===== config.mk =====
export PLATFORM = sky130hd
export DESIGN_NAME = pipe_skid_reg_flat
export DESIGN_NICKNAME = d
export VERILOG_FILES = /design/src/rtl/asip_pkg.sv /design/src/rtl/pipe_skid_reg_if.sv /design/src/rtl/pipe_skid_reg_dreg.sv /design/src/rtl/pipe_skid_reg.sv /design/src/flat_wrapper.sv
export SDC_FILE = /design/constraint.sdc
export NUM_CORES = 1
export LEC_CHECK = 0
export CAP_MARGIN = 0
export CORE_MARGIN = 5
export CORE_UTILIZATION = 47
export DETAILED_ROUTE_END_ITERATION = 10
export PLACE_DENSITY = 0.77
export SYNTH_ARGS = -nofsm -noshare
export SYNTH_HDL_FRONTEND = slang
export SYNTH_HIERARCHICAL = 1
export SYNTH_SLANG_ARGS = --single-unit

===== constraint.sdc =====
create_clock -name clk -period 2.1 [get_ports clk]
set_clock_uncertainty 0.2 [all_clocks]
set_input_delay 0.42 -clock clk [delete_from_list [all_inputs] [get_ports clk]]
set_output_delay 0.42 -clock clk [all_outputs]
set_load 0.01 [all_outputs]

===== src/rtl/asip_pkg.sv =====
// Shared definitions for the vector ASIP pipeline stages.
package asip_pkg;
    // The encoding is {skid_valid, main_valid}, so the valid flops are the state register.
    typedef enum logic [1:0] {
        EMPTY = 2'b00,
        BUSY  = 2'b01,
        FULL  = 2'b11
    } pipe_state_t;

    localparam int PIPE_DEPTH = 2;
endpackage


===== src/rtl/pipe_skid_reg_if.sv =====
// valid/ready/data handshake bundle. The master drives a word and the slave accepts it.
interface pipe_skid_reg_if #(parameter int N = 8);
    logic         valid;
    logic         ready;
    logic [N-1:0] data;

    modport master (output valid, output data, input ready);
    modport slave  (input valid, input data, output ready);
endinterface


===== src/rtl/pipe_skid_reg_dreg.sv =====
// N-bit data register with a load enable and an asynchronous active-high reset.
module pipe_skid_reg_dreg #(parameter int N = 8) (
    input  logic         clk,
    input  logic         reset,
    input  logic         load,
    input  logic [N-1:0] d,
    output logic [N-1:0] q
);
    always_ff @(posedge clk or posedge reset) begin
        if (reset)     q <= '0;
        else if (load) q <= d;
    end
endmodule


===== src/rtl/pipe_skid_reg.sv =====
// Elastic pipeline stage with registered outputs. A main register feeds the consumer,
// and a skid register absorbs the single beat that arrives while the consumer stalls.
module pipe_skid_reg
    import asip_pkg::*;
#(
    parameter int N = 8
) (
    input  logic              clk,
    input  logic              reset,
    input  logic              flush,
    pipe_skid_reg_if.slave    in_bus,
    pipe_skid_reg_if.master   out_bus
);
    logic         main_valid, skid_valid;
    logic [N-1:0] main_data, skid_data, main_d;
    logic         main_load, skid_load, main_from_skid;
    logic         in_fire, out_fire;
    logic [1:0]   state;

    assign state         = {skid_valid, main_valid};
    assign in_bus.ready  = !skid_valid;   // comes only from the flop, so out_ready cannot reach it combinationally
    assign out_bus.valid = main_valid;
    assign out_bus.data  = main_data;
    assign in_fire       = in_bus.valid & !skid_valid;
    assign out_fire      = main_valid & out_bus.ready;

    always_comb begin
        main_load      = 1'b0;
        skid_load      = 1'b0;
        main_from_skid = 1'b0;
        if (!flush) begin
            case (state)
                EMPTY: main_load = in_fire;
                BUSY: begin
                    main_load = in_fire & out_fire;
                    skid_load = in_fire & !out_fire;
                end
                FULL: begin
                    main_load      = out_fire;
                    main_from_skid = 1'b1;
                end
                default: ;
            endcase
        end
    end

    assign main_d = main_from_skid ? skid_data : in_bus.data;

    always_ff @(posedge clk or posedge reset) begin
        if (reset) begin
            main_valid <= 1'b0;
            skid_valid <= 1'b0;
        end else if (flush) begin
            main_valid <= 1'b0;
            skid_valid <= 1'b0;
        end else begin
            case (state)
                EMPTY: if (in_fire) main_valid <= 1'b1;
                BUSY: begin
                    if (in_fire && !out_fire)      skid_valid <= 1'b1;
                    else if (!in_fire && out_fire) main_valid <= 1'b0;
                end
                FULL: if (out_fire) skid_valid <= 1'b0;
                default: begin
                    // 10 is unreachable; if it is ever entered, recover to EMPTY
                    main_valid <= 1'b0;
                    skid_valid <= 1'b0;
                end
            endcase
        end
    end

    pipe_skid_reg_dreg #(.N(N)) u_main (
        .clk(clk), .reset(reset), .load(main_load), .d(main_d), .q(main_data)
    );

    pipe_skid_reg_dreg #(.N(N)) u_skid (
        .clk(clk), .reset(reset), .load(skid_load), .d(in_bus.data), .q(skid_data)
    );
endmodule

===== src/flat_wrapper.sv =====
// flat-port wrapper written by rule: the top's interface ports become plain ports
module pipe_skid_reg_flat import asip_pkg::*;
#(
    parameter int N = 8
)
  (clk, reset, flush, in_bus_valid, in_bus_data, in_bus_ready, out_bus_valid, out_bus_data, out_bus_ready);
  pipe_skid_reg_if #(.N(N)) in_bus_i ();
  pipe_skid_reg_if #(.N(N)) out_bus_i ();
  input  logic clk;
  input  logic reset;
  input  logic flush;
  input wire logic [$bits(in_bus_i.valid)-1:0] in_bus_valid;
  input wire logic [$bits(in_bus_i.data)-1:0] in_bus_data;
  output wire logic [$bits(in_bus_i.ready)-1:0] in_bus_ready;
  output wire logic [$bits(out_bus_i.valid)-1:0] out_bus_valid;
  output wire logic [$bits(out_bus_i.data)-1:0] out_bus_data;
  input wire logic [$bits(out_bus_i.ready)-1:0] out_bus_ready;
  assign in_bus_i.valid = in_bus_valid;
  assign in_bus_i.data = in_bus_data;
  assign in_bus_ready = in_bus_i.ready;
  assign out_bus_valid = out_bus_i.valid;
  assign out_bus_data = out_bus_i.data;
  assign out_bus_i.ready = out_bus_ready;
  pipe_skid_reg #(.N(N)) u_core (.clk(clk), .reset(reset), .flush(flush), .in_bus(in_bus_i), .out_bus(out_bus_i));
endmodule

==> results of run 1 <==
## final cells by class
cell class                 count  area (sq um)  share of cell area [%]
clock buffer                   4         36.28                   3.105
inverter                       5         18.77                   1.606
multi-input combinational     35         396.6                   33.94
sequential                    18         450.4                   38.54
tap                           25         31.28                   2.677
timing repair buffer          24         235.2                   20.13
## report_power, final
group          leakage (nW)  internal [mW]  switching, mW  total, mW
clock                0.0210          0.106          0.103      0.209
combinational         0.311          0.181         0.0725      0.254
sequential            0.218          0.419         0.0428      0.462
total                 0.550          0.706          0.219      0.925
## cell usage in the layout (no fill, tap or decap)
cell             count
inv_1                5
clkbuf_8             1
clkdlybuf4s50_1     22
nand3b_4             1
nor3_1               1
nand2_1              1
o21ai_0              1
buf_4                2
dfrtp_1             18
a21oi_1              2
nor2_1               4
mux2_4              16
mux2_2               8
clkbuf_4             3
nand3b_1             1
## worst paths after layout
kind | from | to | depth (start not counted)
hold reg to reg | u_core/u_skid/q[1] | u_core/u_skid/q[1] | 1
min in group clk | u_core/u_skid/q[1] | u_core/u_skid/q[1] | 1
max in group asynchronous | reset | u_core/u_skid/q[2] | 2
setup / recovery | u_core/skid_valid | in_bus_ready | 2
setup reg to reg | u_core/out_bus.valid | u_core/u_main/q[3] | 5
hold / removal | reset | u_core/skid_valid | 2
## cells by family after synthesis
logic type             after synthesis  synth area share, %
AND/OR/NAND/NOR                      8                5.774
multiplexers                        24                37.18
flip-flops                          18                50.70
buffers and inverters                7                4.648
AO/OA/AOI/OAI                        3                1.690
## worst reg2reg max path: cells and delay by family, from the launching register on
kind / cells / cell delay, ns
DFF: 1 / 0.47
AOI/OAI and AO/OA: 1 / 0.05
buffers and inverters: 1 / 0.23
and+or+nand+nor: 2 / 0.27
muxes: 1 / 0.31
## synth_stat cells
cell	number	area share [%]
nand2_1	1	0.42
nor3_1	1	0.56
nand3b_4	1	2.3
mux2_4	16	27
buf_6	2	2.5
mux2_2	8	10
a21oi_1	2	1.1
o21ai_0	1	0.56
inv_1	5	2.1
nor2_1	4	1.7
nand3b_1	1	0.85
dfrtp_1	18	51
## routing by layer
layer  GRT usage, %  wire, um
met5              0         0
met4          6.383        21
met2          19.39       697
met1          18.05       766
met3          4.789       107
## registers in the layout, summed over array words and instances, names as in the netlist
register              cells
u_core/u_skid/q           8
u_core/u_main/q           8
u_core/skid_valid         1
u_core/out_bus.valid      1
## stage by stage
step	worst slack [ns]	instances	hold WS, ns
floorplan	0.5111	60	-0.03882
global placement	0.02728	107	0.2889
detailed placement	0.01330	107	0.2968
CTS	0.08355	111	0.1225
global route	0.04195	111	0.1331
finish	0.08816	111	0.1311
==> flow_metrics.tcl, run 1 <==
set metrics [dict create \
    power_density_nw_per_um2 791.1 \
    synthesis.nets 73 \
    drive_gt1_share_pct 36.05 \
    end_kind "output port" \
    avgSynthCellArea_sq_um 14.81 \
    synth-seq-area-share_pct 50.70 \
    drv_cap 0 \
    dp_hpwl_mm 1.158 \
    required_ns 1.48 \
    die_x_um 53.48 \
    clockRootBuffer "clkbuf_4" \
    crit_buf_inv 2 \
    drc 0 \
    cts_setup_buffers 0 \
    tightest_slew_ns 0.3461 \
    globalRoute.totalOverflow 0 \
    cp.arrival_ns 1.39 \
    status "finished, final reports clean" \
    fp.dieH_um 53.48 \
    num-nets-final 100 \
    gp_congestion 0.7197 \
    wl_per_cell_um 14.34 \
    syn2layout_area_growth_pct 31.55 \
    path_clk_slew_ns 0.10 \
    io_pins 23 \
    ys_warn_count 6 \
    p_leak_nw 0.5499 \
    ant_nets 0 \
    rows 15 \
    start_util_pct 50.35 \
    critical_path.slowest_cell "clkdlybuf4s50_1" \
    peakVddDrop_uv 385.2 \
    synth_seq_cells 18 \
    cts_resized 0 \
    netlist_area_sq_um 888.4 \
    p_total_mw 0.9245 \
    cts_sinks 18 \
    io_buffers 22 \
    dr.pass1.iters 4 \
    finalCritPeriodShare_pct 95.80 \
    insertion_delay_ns 0.29 \
    relSlewSlack_pct 76.90 \
    fmax_mhz 497.1 \
    fill_cells 140 \
    routed_wl_mm 1.592 \
    ys_types 12 \
    antenna_found_initial 0 \
    finalHoldViolCount 0 \
    rsz0062_at_grt "no" \
    coreArea_sq_um 1764 \
    critPathKind "register to output port" \
    crit_fanout 5 \
    path_cells "inv_1 > clkdlybuf4s50_1" \
    setup_viol 0 \
    slew_viol_final 0 \
    fin_util_pct 66.24 \
    grt_pass1_vias 598 \
    rrSetupSlack_ns 0.46 \
    numCtsBuffers 3 \
    track_usage_pct 13.57 \
    cp_top_family "buffers and inverters" \
    die_area_sq_um 2860 \
    h-tree-depth 1 \
    vias_per_cell 4.874 \
    final_area_sq_um 1169 \
    grt_start_max_net_pins 11 \
    fin_tns_setup_ns 0 \
    start_kind "register" \
    cts_tree "built" \
    grt_pass1_wl_mm 2.670 \
    synth_cells 60 \
    num_antenna_cells 0 \
    hold_path.class "input pin to asynchronous set/reset pin" \
    drt-initial-drc-count 4 \
    cts-hold-fix-buffers 0 \
    cts_buffer_depth 2 \
    via_count 541 \
    slowest_delay_ns 0.54 \
    post_dp_cell_area_sq_um 1132 \
    finalCriticalPeriod_ns 2.012 \
]
(Power assumes the default switching activity.)
==> run 2: changes to the inputs <==
--- a/config.mk
+++ b/config.mk
@@ -7,9 +7,10 @@
 export LEC_CHECK = 0
 export CAP_MARGIN = 0
 export CORE_MARGIN = 5
-export CORE_UTILIZATION = 47
+export CORE_UTILIZATION = 44
 export DETAILED_ROUTE_END_ITERATION = 10
-export PLACE_DENSITY = 0.77
+export PLACE_DENSITY = 0.73
+export RECOVER_POWER = 50
 export SYNTH_ARGS = -nofsm -noshare
 export SYNTH_HDL_FRONTEND = slang
 export SYNTH_HIERARCHICAL = 1
==> flow_metrics.tcl, run 2 (synthesis gave the netlist of run 1 again) <==
set metrics [dict create \
    antenna_found_initial 0 \
    fin_util_pct 60.63 \
    fin_cells 115 \
    relSlewSlack_pct 77.19 \
    timing.hold.ws_ns 0.2336 \
    dp_hpwl_mm 1.403 \
    hold_path.class "input pin to asynchronous set/reset pin" \
    gp_congestion 0.7053 \
    fin_ws_ns 0.07399 \
    fp.dieH_um 54.94 \
    layout_common_cells "19 x clkdlybuf4s50_1, 18 x dfrtp_1, 15 x mux2_4" \
    setup_viol 0 \
    num-nets-final 102 \
    r2r_end "u_core/u_main/q[7]" \
    placedCellCount 111 \
    start_kind "register" \
    cts-hold-fix-buffers 0 \
    finalCritPeriodShare_pct 96.48 \
    cts_resized 0 \
    io_pins 23 \
    cp.arrival_ns 1.41 \
    via_count 568 \
    numCtsBuffers 3 \
    finalCriticalPeriod_ns 2.026 \
    start_util_pct 45.75 \
    slew_viol_final 0 \
    drv_cap 0 \
    drc 0 \
    syn2layout_area_growth_pct 32.54 \
    cts_sinks 18 \
    status "finished, final reports clean" \
    fmax_mhz 493.6 \
    peakVddDrop_uv 413.3 \
    power_density_nw_per_um2 795.2 \
    r2r_start "u_core/out_bus.valid" \
    tightest_slew_ns 0.3418 \
    die_x_um 54.94 \
    mostFrequentLayoutCell "clkdlybuf4s50_1" \
    final-seq-area_sq_um 450.4 \
    path_depth 2 \
    dpl_worst_slack_ns -0.01022 \
    num_antenna_cells 0 \
    rsz0062_at_grt "no" \
    drive_gt1_share_pct 36.36 \
    cts_tree "built" \
    drt-initial-drc-count 4 \
    dr.pass1.iters 3 \
    die_area_sq_um 3018 \
    finalHoldViolCount 0 \
    io_buffers 22 \
    cts_setup_buffers 0 \
    end_kind "output port" \
    p_leak_nw 0.5575 \
    crit_buf_inv 2 \
    grt_start_max_net_pins 11 \
    post_dp_cell_area_sq_um 1150 \
    clockRootBuffer "clkbuf_4" \
    cts_buffer_depth 2 \
    grt_pass1_wl_mm 2.953 \
    routed_wl_mm 1.886 \
    required_ns 1.48 \
    track_usage_pct 14.75 \
    wl_per_cell_um 16.40 \
    path_clk_slew_ns 0.10 \
    crit_fanout 5 \
    fill_cells 167 \
    coreArea_sq_um 1942 \
    multi_input_area_sq_um 392.9 \
    fin_tns_setup_ns 0 \
    rows 16 \
    h-tree-depth 1 \
    cp_top_family "buffers and inverters" \
    p_total_mw 0.9362 \
    vias_per_cell 4.939 \
    largestRegisters "u_core/u_main/q x8, u_core/u_skid/q x8" \
    ant_nets 0 \
    critical_path.slowest_cell "clkdlybuf4s50_1" \
    final_area_sq_um 1177 \
    insertion_delay_ns 0.30 \
    critPathKind "register to output port" \
    rrSetupSlack_ns 0.31 \
    worstRegToRegCells 5 \
    path_cells "inv_1 > clkdlybuf4s50_1" \
    globalRoute.totalOverflow 0 \
    slowest_delay_ns 0.54 \
    grt_pass1_vias 642 \
]
==> run 2: how the worst max path moves through the flow <==
stage	start	to	slack (ns)
3_5_place_dp	flush	u_core/u_main/q[3]	-0.01
5_1_grt	u_core/skid_valid	in_bus_ready	0.03
6_report	u_core/skid_valid	in_bus_ready	0.07
3_3_place_gp	flush	u_core/u_main/q[4]	0.04
2_1_floorplan	u_core/out_bus.valid	u_core/u_main/q[0]	0.51
4_1_cts	u_core/skid_valid	in_bus_ready	0.06
==> run 2: report_power, final <==
part           switching [mW]  internal (mW)  total [mW]
clock network           0.110          0.106       0.216
logic                  0.0789          0.178       0.257
registers              0.0441          0.419       0.463
total                   0.233          0.703       0.936
==> run 2: cell type report <==
type	count	area share, %
flip-flops and latches	18	38.26
multi-input cells	35	33.37
repair buffers	26	20.83
clock buffers	4	3.082
well taps	27	2.869
inverters	5	1.594
==> run 2: layer usage <==
layer	share of wire [%]	global-route usage, %	wire length (um)	vias to the layer above
li1	-	-	-	264
met1	44	18.21	825	282
met2	49	23.62	929	17
met3	5.1	4.021	96	5
met4	1.9	7.287	35	0
met5	0	0	0	-
==> run 2: worst reg2reg max path: cells and delay by family (launching register included) <==
family | cells | cell delay, ns
AO/OA/AOI/OAI | 1 | 0.07
buffers and inverters | 1 | 0.22
flip-flops | 1 | 0.47
multiplexers | 1 | 0.30
AND/OR/NAND/NOR | 2 | 0.41
